==> src/rtl/write_burst_scheduler.sv <==
// Write burst scheduler: chops a frame (or each line) of video into AXI
// write bursts, gates each request on FIFO fill level and tracks the byte
// offset of every burst from the frame base.
module write_burst_scheduler #(
    parameter int    NOR_BURST_LEN = 200,
    parameter string MODE          = "ONCE",
    parameter int    AXI_DSIZE     = 256,
    parameter int    DSIZE         = 24,
    parameter int    LSIZE         = 9
) (
    input  logic             clock,
    input  logic             rst_n,
    input  logic [15:0]      vactive,
    input  logic [15:0]      hactive,
    input  logic             fsync,
    input  logic [15:0]      fifo_count,
    input  logic             burst_ack,
    input  logic             burst_done,
    output logic             burst_req,
    output logic [LSIZE-1:0] burst_len,
    output logic [31:0]      burst_addr,
    output logic             frame_done,
    output logic             busy
);

    localparam bit LINE_MODE      = (MODE == "LINE");
    localparam int BEAT_SHIFT     = $clog2(AXI_DSIZE);
    localparam int BYTES_PER_BEAT = AXI_DSIZE / 8;

    typedef enum logic [2:0] {
        IDLE,
        LOAD,
        WAIT_DATA,
        REQ,
        BUSY,
        FINISH
    } state_t;

    state_t      state;
    logic [31:0] pix_r;
    logic [47:0] unit_bits;
    logic [39:0] unit_beats;
    logic [39:0] remaining;
    logic [15:0] line_cnt;
    logic [31:0] addr;

    logic [LSIZE-1:0] next_len;
    logic [39:0]      rem_after;
    logic             fifo_ok;
    logic             last_unit;

    // Pixel count of one budget unit (line or whole frame).
    always_ff @(posedge clock or negedge rst_n) begin
        if (!rst_n)
            pix_r <= '0;
        else if (LINE_MODE)
            pix_r <= {16'd0, hactive};
        else
            pix_r <= 32'(vactive) * 32'(hactive);
    end

    assign unit_bits = 48'(pix_r) * 48'(DSIZE);

    // Beats per unit, rounded up to whole AXI words (AXI_DSIZE is a power of 2).
    always_ff @(posedge clock or negedge rst_n) begin
        if (!rst_n)
            unit_beats <= '0;
        else
            unit_beats <= 40'((unit_bits + 48'(AXI_DSIZE - 1)) >> BEAT_SHIFT);
    end

    // Next burst size and the decisions derived from it.
    always_comb begin
        next_len = LSIZE'(NOR_BURST_LEN);
        if (remaining < 40'(NOR_BURST_LEN))
            next_len = LSIZE'(remaining);
        rem_after = remaining - 40'(burst_len);
        fifo_ok   = (40'(fifo_count) >= 40'(next_len));
        last_unit = !LINE_MODE || ((line_cnt + 16'd1) == vactive);
    end

    // Burst sequencing FSM; fsync restarts the frame from any state.
    always_ff @(posedge clock or negedge rst_n) begin
        if (!rst_n) begin
            state      <= IDLE;
            remaining  <= '0;
            line_cnt   <= '0;
            addr       <= '0;
            burst_req  <= 1'b0;
            burst_len  <= '0;
            burst_addr <= '0;
            frame_done <= 1'b0;
            busy       <= 1'b0;
        end else begin
            frame_done <= 1'b0;
            if (fsync) begin
                state     <= LOAD;
                burst_req <= 1'b0;
                busy      <= 1'b1;
            end else begin
                case (state)
                    IDLE: begin
                        busy <= 1'b0;
                    end
                    LOAD: begin
                        remaining <= unit_beats;
                        line_cnt  <= '0;
                        addr      <= '0;
                        // Empty frame still reports completion, with no bursts.
                        if (unit_beats == '0 || (LINE_MODE && vactive == 16'd0)) begin
                            state      <= FINISH;
                            frame_done <= 1'b1;
                        end else begin
                            state <= WAIT_DATA;
                        end
                    end
                    WAIT_DATA: begin
                        if (fifo_ok) begin
                            burst_len  <= next_len;
                            burst_addr <= addr;
                            burst_req  <= 1'b1;
                            state      <= REQ;
                        end
                    end
                    REQ: begin
                        if (burst_ack) begin
                            burst_req <= 1'b0;
                            state     <= BUSY;
                        end
                    end
                    BUSY: begin
                        if (burst_done) begin
                            remaining <= rem_after;
                            addr      <= addr + 32'(burst_len) * 32'(BYTES_PER_BEAT);
                            if (rem_after == '0) begin
                                if (last_unit) begin
                                    state      <= FINISH;
                                    frame_done <= 1'b1;
                                end else begin
                                    // Next line: fresh budget, address keeps running.
                                    remaining <= unit_beats;
                                    line_cnt  <= line_cnt + 16'd1;
                                    state     <= WAIT_DATA;
                                end
                            end else begin
                                state <= WAIT_DATA;
                            end
                        end
                    end
                    FINISH: begin
                        state <= IDLE;
                        busy  <= 1'b0;
                    end
                    default: begin
                        state <= IDLE;
                    end
                endcase
            end
        end
    end

endmodule
==> config.mk <==
export PLATFORM = sky130hd
export DESIGN_NAME = write_burst_scheduler
export DESIGN_NICKNAME = d
export VERILOG_FILES = /design/src/rtl/write_burst_scheduler.sv
export SDC_FILE = /design/constraint.sdc
export NUM_CORES = 1
export LEC_CHECK = 0
export CORE_ASPECT_RATIO = 1.1
export CORE_MARGIN = 5
export CORE_UTILIZATION = 60
export CTS_CLUSTER_SIZE = 14
export DETAILED_ROUTE_END_ITERATION = 7
export GPL_TIMING_DRIVEN = 0
export PLACE_DENSITY_LB_ADDON = 0.2
export SLEW_MARGIN = 0
export SYNTH_ARGS = -nofsm -noshare
export SYNTH_HDL_FRONTEND = slang
export SYNTH_SLANG_ARGS = --single-unit
==> constraint.sdc <==
create_clock -name clock -period 10 [get_ports clock]
set_input_delay 1 -clock clock [delete_from_list [all_inputs] [get_ports clock]]
set_output_delay 1 -clock clock [all_outputs]
set_load 0.01 [all_outputs]
==> results of run 1 <==
worst max-delay path by stage:
stage | start | to | slack, ns | depth (start not counted)
finish | hactive[9] | pix_r[25] | 2.19 | 25
global route | hactive[9] | pix_r[25] | 1.78 | 25
CTS | hactive[9] | pix_r[25] | 2.25 | 25
detailed placement | hactive[9] | pix_r[25] | 1.82 | 25
global placement | rst_n | burst_addr[25] | 0.93 | 1
floorplan | hactive[9] | pix_r[25] | 3.22 | 24
Yosys cell counts (all sizes together), types with 6 or more instances:
master,number,area (um2)
nand2b,14,87.58
nor2b,8,50.05
nand4,20,125.1
or4,6,48.80
dfrtp,171,4279
clkbuf,75,281.5
buf,7,46.29
xnor2,77,674.4
o211ai,11,82.58
mux2,28,315.3
nor4,34,212.7
o31ai,12,90.09
inv,278,1044
a211oi,13,97.59
ha,165,2064
nor3,34,170.2
nand3b,6,45.04
or3,11,68.82
a211o,6,52.55
nand4b,6,52.55
o21ai,79,395.4
o21bai,19,142.6
a21o,31,232.7
a22o,8,70.07
a31oi,13,81.33
nand3,31,155.2
o22ai,10,62.56
nor2,119,446.7
and3,13,81.33
o21a,13,97.59
a21oi,100,500.5
xor2,31,271.5
fa,197,3944
mux2i,10,100.1
or2,8,50.06
and2,144,903.4
a22oi,8,60.06
and4,8,70.07
nand2,231,867.1
flip-flops by register name, indices dropped and copies added (netlist names):
| register | count |
|---|---|
| burst_req | 1 |
| unit_beats | 30 |
| addr | 27 |
| remaining | 40 |
| state | 3 |
| burst_len | 9 |
| frame_done | 1 |
| pix_r | 32 |
| busy | 1 |
| burst_addr | 27 |
cells by family after synthesis:
group / synth area share (%)
AO/OA/AOI/OAI: 12.31
other: 0.03974
flip-flops: 22.64
AND/OR/NAND/NOR: 18.75
multiplexers: 2.198
XOR/XNOR: 5.006
adder cells (fa/ha/maj): 31.79
buffers and inverters: 7.257
area by class of cell:
class	instances	area share [%]
inverter	278	4.975
clock inverter	13	0.6801
sequential	171	20.40
antenna	1	0.01193
multi-input combinational	1581	63.25
buffer	82	1.563
clock buffer	19	2.160
timing repair buffer	91	4.450
tap	420	2.506
per-layer routing:
metal	global-route usage, %	share of wire (%)	vias up
met5	0	0	-
met4	8.126	2.6	0
met3	4.028	6.3	90
met2	46.19	49	472
met1	37.81	42	7714
li1	-	-	7244
critical path: stages:
cell,delay (ns)
clkdlybuf4s50_1,0.76
clkbuf_1,0.50
nand2_1,0.16
fa_1,0.57
inv_1,0.06
fa_1,0.50
inv_1,0.05
fa_1,0.49
inv_1,0.06
fa_1,0.50
fa_1,0.54
inv_1,0.05
fa_1,0.53
inv_1,0.04
ha_1,0.35
a21o_1,0.24
a21oi_1,0.17
o21bai_1,0.08
a21o_1,0.17
a21oi_1,0.24
a21oi_1,0.16
o41ai_1,0.49
o21bai_1,0.11
a21oi_1,0.19
xnor2_1,0.14
report_power, final:
part | total (uW) | internal, uW | switching, uW
sequential | 1140 | 966 | 178
clock | 680 | 368 | 311
combinational | 5610 | 2390 | 3220
stage by stage:
step	hold WS (ns)	area, um2	std cells	total power, uW	utilization, %
global route	0.4899	20970	2655	8273	67.16
finish	0.4516	20970	2656	7435	67.17
global placement	0.4823	20340	2622	6621	65.13
detailed placement	0.4936	20380	2623	6746	65.25
floorplan	0.4593	18910	2112	5566	-
CTS	0.4787	20970	2655	7476	67.16
layout by cell type (no fill, tap or decap), drive strengths merged, types with 12 or more instances in the layout:
cell type,netlist,layout
fa,197,197
nor4,34,34
a31oi,13,13
a211oi,13,13
clkdlybuf4s50,0,89
nand2b,14,14
nand3,31,31
o21bai,19,19
inv,278,288
o21a,13,13
clkbuf,75,94
a21o,31,31
xnor2,77,77
nor2,119,119
o21ai,79,79
nand2,231,231
nor3,34,34
and3,13,13
and2,144,144
a21oi,100,100
o31ai,12,12
nand4,20,20
ha,165,165
dfrtp,171,171
mux2,28,28
xor2,31,31
==> summary by stage, run 1 <==
Clocking
TritonCTS built the clock tree. Once the clock tree was built, the resizer swapped 0 gates to a different size. The clock drives 171 sinks. The number of H-tree branching levels is 4. At the later pin of the worst-skew pair, clock insertion delay measures 0.44 ns. Counting the buffers created by CTS gives 17. The clock slew seen by the registers of the worst setup and hold paths is ~0.070 ns. The number of hold-repair buffers added at the cts stage is 0.

The tree is rooted in a clkbuf_16. The maximum clock path buffer count is 2. Post-CTS timing repair inserted 0 buffers for setup.

Synth
Each instance of the synthesized netlist takes up on average roughly 9 um2. The total of flip-flops plus latches after synthesis is between 150 and 200. Sequential cells were found to cover a little under a quarter of the synthesized design area. Counting flops with a built-in enable in the synthesized netlist gives 0. For this run, the leading register cell type out of synthesis is dfrtp_1. The cell area that synthesis handed to floorplanning was ~19000 um2. Synthesis produced 2108 cells. Counting flops with an async set or reset pin after synthesis yields a share of 100.0%. Yosys printed 0 warnings.

The count of different cell masters after synthesis is 72.

Global route
The largest net degree at the start of global routing is between 100 and 150. The first global-routing pass estimated a little under 80000 um of wire. The global-route usage over all layers is 27.70%.

The global route total overflow is 0. The number of antenna violations at the first check in global routing is 1. The via count of the first global-routing pass is about 16k.

Power and ir drop
The static leakage is around 0.0099 uW. Dividing total power by cell area gives a power density of ~350 nW/um2. Across the VDD grid, the largest voltage drop is 440.8 uV.

Floorplanning
The top-level port count is between 90 and 100. The die area is between 30000 and 40000 um2. The standard cell core area is between 30000 and 40000 um2. The initial core utilization is between 60% and 70%.

The die width is approximately 180 um. After floorplanning, the core was divided into a little under 70 placement rows. The height of the chip is between 150 and 200 um.

STA
The period utilization is approximately 78%. The hold violation count in the final report is 0. The number of setup violations in the final report is 0. Setup repair after global routing left no endpoint under its margin. The count of final max-slew check failures is 0. Measured against its own limit, the worst slew margin works out to around a tenth. The setup TNS after final layout is 0 ns.

The worst setup slack after layout is 2.188 ns. The slew at the pin with the worst max-slew slack is roughly 1.3 ns. The worst clock skew is approximately 0.013 ns. The highest clock frequency the design can meet is ~130 MHz.

The worst path needs approximately 7.8 ns of the cycle, external delays included.

Setup path
Data on the critical path is required at its endpoint by just over 10 ns. The startpoint kind of the worst setup timing path is an input port. The critical setup path kind is input port to register. The largest fanout on the critical path is 10. The endpoint identified for the worst register-to-register timing path is burst_len[0]. The worst setup path is captured at a register.

Data on the critical path arrives at its endpoint at just over 8 ns. The worst reg2reg path depth is 17. The worst setup slack for register-to-register paths is between 4 and 5 ns.

The startpoint identified for the worst register-to-register timing path is remaining[10].

Placement
The routability congestion estimate from global placement is 0.9562. The detailed-placement wirelength estimate is approximately 38000 um. Prior to clock tree synthesis, the placed netlist has a worst setup slack of between 1.5 and 2 ns.

Port buffering added 90 buffers.

Cells and area
The area used by sequential logic in the layout is approximately 4300 um2. In the final layout, the share of cells above drive strength 1 is around 3.7%. The layout has between 2k and 3k filler cells. In the final layout, the multi-input gates occupy 13270 um2. The area added between synthesis and finish is 10.99%. The net count of the finished layout is between 2k and 3k.

Routing
The number of remaining DRC errors is 0. The first TritonRoute pass finished after 8 iterations. The routed design has roughly 48000 um of wire. After detailed routing, the average wire length per cell comes to about 18 um. The per-cell via count in the routed design is between 5 and 6. Summing over every cut layer, the via total after detailed routing is around 16k.

The initial detailed-routing violation count is about 1.3k. Once detail routing completed, the nets flagged for antenna violations numbered 0.

Job
The max-capacitance violation count is 0.

Min path
The type of the most critical hold path is input port to asynchronous set/reset pin.

Outcome
The flow ran to the end, and the final reports show no timing, DRC or antenna violations.
Note: power is estimated with default switching activity, not from simulation.
==> inputs of run 2 (changes only) <==
--- a/config.mk
+++ b/config.mk
@@ -7,7 +7,7 @@
 export LEC_CHECK = 0
 export CORE_ASPECT_RATIO = 1.1
 export CORE_MARGIN = 5
-export CORE_UTILIZATION = 60
+export CORE_UTILIZATION = 57
 export CTS_CLUSTER_SIZE = 14
 export DETAILED_ROUTE_END_ITERATION = 7
 export GPL_TIMING_DRIVEN = 0
==> constraint.sdc (replaced) <==
create_clock -name clock -period 6.9 [get_ports clock]
set_input_delay 0.69 -clock clock [delete_from_list [all_inputs] [get_ports clock]]
set_output_delay 0.69 -clock clock [all_outputs]
set_load 0.01 [all_outputs]
==> summary by stage, run 2 (same netlist as run 1, synthesis figures left out) <==
Outcome
The run finished with clean final reports.

Floorplanning
The initialized floorplan defines 70 standard-cell rows. For this configuration, the core starts out at a cell density of 57.23%. The die area is between 30000 and 40000 um2. The die width is ~180 um.

The standard cell core area is roughly 33000 um2. The die is around 200 um tall. During I/O placement, the number of pins put on the boundary was 97.

Clocking
The CTS sink count is roughly 170. CTS built an H-tree with a depth of 4. The clock passes through at most 2 buffers. TritonCTS built the clock tree.

After clock tree synthesis, the clock-pin slew on the worst setup and hold paths is 0.08 ns. The root buffer cell chosen for the clock tree is clkbuf_16. The number of clock buffers inserted by TritonCTS is 17. The clock reaches the later pin of the worst-skew pair after between 0.4 and 0.5 ns.

Placement
The count of input and output buffers is 90. Before CTS, the worst setup slack after placement is -0.9475 ns. The detailed-placement wirelength estimate is 38180 um. The congestion estimate from routability-driven global placement came to around 0.95.

STA
The worst path in the final design needs a cycle of about 6.6 ns, including I/O delays and setup. The relative slew slack is a little over a quarter. Setup repair after global routing left no endpoint under its margin. The worst setup slack after layout is 0.2727 ns.

Dividing the final minimum period by the clock period gives a little over nine tenths. Setup violations remaining at the end of the flow were counted as 0. For the final database, setup skew stands at about 0.02 ns.

The hold violation count in the final report is 0. The highest clock frequency the design can meet is roughly 150 MHz. At the pin with the least slew margin, the transition time is around 1.1 ns. The count of final max-slew check failures was 0. The setup TNS after final layout is 0 ns.

Routing
The routed layout has approximately 16k vias. The average wire per standard cell is approximately 18 um. The first TritonRoute pass finished after 5 iterations.

The per-cell via count in the routed design is 5.888. The routed design has around 48000 um of wire. The number of remaining DRC errors is 0. The initial detailed-routing violation count is about 1.1k. The number of routed nets with antenna violations is 0.

Setup path
The slowest cell on the critical path is clkdlybuf4s50_1. The delay of the slowest cell on the worst path is ~0.65 ns. The worst setup path is captured at a register. The buffering stage count on the worst path with inverters included is 7. The worst setup path is of the input port to register kind. Among cell families on the critical path, the largest total delay comes from adder cells. At the worst endpoint, the required time is between 7 and 8 ns. At the worst endpoint, the arrival time is roughly 7.0 ns.

The worst setup path is launched from an input port. The largest fanout on the critical path is 10.

Cells and area
For this run, the post-layout net count is 2640. Leaving out fill and tap cells, the most frequent cells in the layout are 278 x inv_1, 231 x nand2_1, 197 x fa_1. The library cell used most frequently in the layout, excluding fill and tap cells, is inv_1. The register with the most flip-flops in the layout has 40 of them. The largest registers in the layout are remaining x40, pix_r x32, unit_beats x30. The area taken by multi-input logic gates is between 10000 and 15000 um2. The area used by sequential logic in the layout is ~4300 um2.

Compared with the post-synthesis result, the final layout area differs by 12.07%. Counting flops per register, the top entry is remaining. The fill cell total of the finished layout is 2791. Cells with a size suffix above 1 make up under 10% of the layout.

Power and ir drop
The cell area power density is around 510 nW/um2. The largest vdd supply drop is ~530 uV. Summing internal, switching and leakage power gives 10880 uW. In this run the static leakage power is between 0.01 and 0.015 uW.

Job
The max-capacitance violation count is 0.

Global route
Summed over all layers, the global routing overflow is 0. The via count of the first global-routing pass is around 16k. In the global route stage, overall resource usage came out at 26.07%. The largest net degree at the start of global routing is 93. The first global-routing pass estimated approximately 78000 um of wire. The number of antenna violations at the first check in global routing is 1.

Min path
The type of the most critical hold path is input port to asynchronous set/reset pin.
==> run 2: cell types whose count changed in the layout (fill, tap and decap cells not counted), sizes merged <==
cell and delta:
dlymetal6s2s +16, clkbuf -10, clkdlybuf4s15 +1, dlygate4sd2 +4, clkdlybuf4s18 +1, inv -3
clkdlybuf4s50 -22, clkinv +4, buf +11, clkinvlp +1
==> run 2: area by class of cell <==
class / instances / share of cell area [%]
Antenna cell: 1 / 0.01182
Clock buffer: 17 / 2.009
Inverter: 278 / 4.927
Sequential cell: 171 / 20.21
Clock inverter: 15 / 0.8212
Timing Repair Buffer: 94 / 4.656
Buffer: 82 / 2.038
Multi-Input combinational cell: 1581 / 62.78
Tap cell: 432 / 2.552
==> run 2: power breakdown <==
group          switching, uW  internal, uW
combinational           4730          3510
sequential               255          1400
clock                    457           517
==> run 2: per-layer routing <==
metal	up-vias	wire length (um)	GRT usage, %	share of wire [%]
met4	0	1761	10.83	3.7
met5	-	0	0	0
met1	7805	19050	32.77	40
li1	7238	-	-	-
met3	133	3093	4.259	6.5
met2	552	23870	44.56	50
==> run 2: path summary, 6_finish.rpt <==
check                               startpoint             end  slack [ns]  cells after the start
max in group asynchronous                rst_n       pix_r[10]        5.81                      2
worst max-delay path                vactive[3]       pix_r[29]        0.27                     25
min in group clock              burst_addr[27]  burst_addr[27]        0.51                      1
worst min register to register  burst_addr[27]  burst_addr[27]        0.51                      1
worst min-delay path                     rst_n            busy        0.19                      1
worst max register to register   remaining[12]  burst_addr[30]        1.15                     18
==> run 2: metrics by stage <==
step	hold slack, ns	cells	cell area [um2]	util [%]
after floorplan	0.3944	2112	18910	-
after global placement	0.4792	2634	20350	61.64
after detailed placement	0.4950	2637	20410	61.80
after CTS	0.2579	2669	21070	63.82
after global routing	0.2645	2670	21180	64.13
final	0.1914	2671	21180	64.14
==> run 2: worst register-to-register path, delay by kind of cell, from the launching register on <==
kind	cells	cell delay, ns
AOI/OAI and AO/OA	7	1.00
adders and majority gates	1	0.30
buffers and inverters	3	1.05
DFF	1	0.43
muxes	1	0.40
and+or+nand+nor	6	2.48
==> run 2: repair_timing <==
action                     4_1_cts  5_1_grt
setup endpoints to repair       10        7
buffers inserted                 0        1
resized for setup               44       67
hold buffers                     0        0
pin swaps                        0        2
==> inputs of run 3 (changes only) <==
--- a/config.mk
+++ b/config.mk
@@ -11,7 +11,7 @@
 export CTS_CLUSTER_SIZE = 14
 export DETAILED_ROUTE_END_ITERATION = 7
 export GPL_TIMING_DRIVEN = 0
-export PLACE_DENSITY_LB_ADDON = 0.2
+export PLACE_DENSITY = 0.79
 export SLEW_MARGIN = 0
 export SYNTH_ARGS = -nofsm -noshare
 export SYNTH_HDL_FRONTEND = slang
==> summary by stage, run 3 (same netlist as run 1, synthesis figures left out) <==
Setup path
Along the worst path, the maximum fanout reaches 10. The worst setup path is of the input port to register kind. The data arrival time of the critical path is 6.91 ns. Data on the critical path is required at its endpoint by 7.27 ns.

STA classifies the critical path endpoint as a register. The worst setup path is launched from an input port.

Global route
Global routing consumed, over all layers together, around 27% of the routing resources. The via count of the first global-routing pass is roughly 16k. The largest net degree at the start of global routing is 103. The global-route met1 utilization is approximately 32%.

The number of antenna violations at the first check in global routing is 0. The global route total overflow is 0. The first-pass GRT wire length is between 80000 and 90000 um. For this run, global-route usage on met3 was measured as about 3.3%. The global routing stage identified its most utilized layer as met2. For this run, global-route usage on met2 was measured as around 50%.

Power and ir drop
The relative contribution of sequential cells to total power is roughly 15%. For this design the static power due to leakage is 0.01016 uW. The cell area power density is about 520 nW/um2. The clock network is responsible for 9.5% of the overall power.

Cell internal power was estimated by the tool at 5542 uW. The switching power summed over all nets is roughly 5500 uW. The worst-case IR drop observed on VDD is 370.2 uV. The total power consumption of the routed design is 11030 uW.

The switching fraction of total power is between 40% and 50%. The combinational cell fraction of total power is roughly 76%.

Floorplanning
The die width is around 180 um. The initial core utilization is a little under three fifths. The die area is ~37000 um2.

For this design the top-level I/O count stands at 97. The floorplan has 70 rows. The standard cell core area is between 30000 and 40000 um2. The die is around 200 um tall.

STA
At the pin with the least slew margin, the transition time is around 1.3 ns. The worst pin sits at a relative slew slack of ~14%. Static timing analysis puts the maximum clock frequency at approximately 150 MHz. The worst setup slack after layout is ~0.36 ns.

The worst clock skew is around 0.012 ns. The period utilization is around 95%. The hold violation count in the final report came to 0. The count of final max-slew check failures is 0. The worst path needs around 6.5 ns of the cycle, external delays included. The number of setup violations in the final report is 0.

Routing
The number of routed nets with antenna violations is 0. The total via count after detailed routing is roughly 15k. In the routed layout, each cell is associated on average with a via count of about 5.8. Wires add up to 48990 um. The initial detailed-routing violation count is just over 800. The first-pass iteration count of the detailed router is 6. The average wire per standard cell is roughly 18 um. In the routed design, unresolved DRC markers number 0.

Clocking
The later-pin clock latency in the skew report is 0.45 ns. The number of H-tree branching levels is 4. In this run the deepest clock path goes through 2 buffers. After clock tree synthesis, the clock-pin slew on the worst setup and hold paths is 0.07 ns. Clock tree synthesis inserted a total of 17 buffers. Buffers inserted to repair hold after CTS numbered 0. TritonCTS built the clock tree. The CTS sink count is approximately 170. The cell sitting at the root of the clock tree is a clkbuf_16.

Placement
Detailed placement finished with a half-perimeter wire length of 39740 um. Input and output buffers added on the ports amount to 90. The routability congestion estimate from global placement is 0.9727.

The worst setup slack after placement is -1.167 ns. The number of cells in the design after placement is 2636.

Cells and area
The library cell used most frequently in the layout, excluding fill and tap cells, is inv_1. From synthesis to final layout, the design area changed by 11.87%. The largest registers in the layout are remaining x40, pix_r x32, unit_beats x30. In the final layout, the share of cells above drive strength 1 is a little under 6%. The flip-flop count of the largest register after layout is 40. The total number of nets in the final design is 2639.

The top register by number of flip-flops is remaining. In the layout the commonest cells are 278 x inv_1, 231 x nand2_1, 197 x fa_1. For this run, the number of standard cells in the final layout without fillers is 2670.

Min path
The path class of the tightest hold or removal check is input port to asynchronous set/reset pin.

Job
The max-capacitance violation count is 0.

Outcome
The flow ran to the end, and the final reports show no timing, DRC or antenna violations.
run 3: changes by cell type in the layout (fill, tap and decap cells not counted), sizes merged:
cell,previous run,this run
buf,20,19
clkdlybuf4s15,1,0
clkdlybuf4s50,67,60
inv,285,284
bufinv,1,4
dlygate4sd2,4,0
clkbuf,84,98
clkinv,4,0
clkdlybuf4s18,1,0
clkinvlp,3,4
run 3: final cells by class:
cell class | count | area [um2]
Fill cell | 2768 | 11880
Buffer | 82 | 417.9
Tap cell | 432 | 540.5
Clock buffer | 18 | 429.2
Multi-Input combinational cell | 1581 | 13290
Inverter | 278 | 1044
Sequential cell | 171 | 4279
Antenna cell | 1 | 2.502
Clock inverter | 14 | 205.2
Timing Repair Buffer | 93 | 927.1
run 3: power by group through the flow:
stage / Sequential, uW / Combinational [uW] / Clock (uW)
floorplan: 1590 / 6480 / 0
global placement: 1660 / 7820 / 0
detailed placement: 1670 / 8140 / 0
CTS: 1650 / 8250 / 1050
global route: 1690 / 9480 / 1100
finish: 1660 / 8320 / 1040
run 3: final timing paths:
path	start	end	slack (ns)	depth (start not counted)
min in group clock	burst_addr[20]	burst_addr[20]	0.51	1
hold reg to reg	burst_addr[20]	burst_addr[20]	0.51	1
setup reg to reg	remaining[12]	burst_addr[24]	1.38	18
max in group asynchronous	rst_n	burst_addr[15]	5.84	2
hold / removal	rst_n	burst_addr[6]	0.17	1
setup / recovery	vactive[14]	pix_r[25]	0.36	22
run 3: per-stage QoR:
stage	TNS [ns]	cell area, um2	hold slack [ns]	util [%]
3_5_place_dp	-9.428	20400	0.4990	61.79
2_1_floorplan	0	18910	0.3944	-
6_report	0	21140	0.1683	64.02
4_1_cts	0	21110	0.2098	63.92
3_3_place_gp	-317.21	20350	0.4792	61.64
5_1_grt	-0.01141	21140	0.2222	64.01
run 3: repair_timing:
item / 4_1_cts / 5_1_grt
endpoints found under the setup margin: 10 / 8
pin swaps: 1 / 1
gates cloned: 0 / 0
gates resized for setup: 55 / 76
buffers inserted: 0 / 1
run 3: critical path, cell delays in order:
cell and delay [ns]:
clkdlybuf4s50_1 0.64, clkbuf_2 0.34, nand2_1 0.11, fa_1 0.45, fa_1 0.49, inv_1 0.05
fa_1 0.54, fa_1 0.45, fa_1 0.54, inv_1 0.05, fa_1 0.52, inv_1 0.04
ha_1 0.35, a21oi_1 0.19, o21bai_1 0.08, a21o_1 0.19, a21oi_2 0.20, a21oi_2 0.12
o41ai_2 0.39, o21bai_1 0.13, a21oi_1 0.20, xnor2_1 0.13
run 3: layer usage:
metal	wire, um	share of wire [%]
met5	0	0
met4	2410	4.9
met3	2134	4.4
met2	25420	52
met1	19020	39
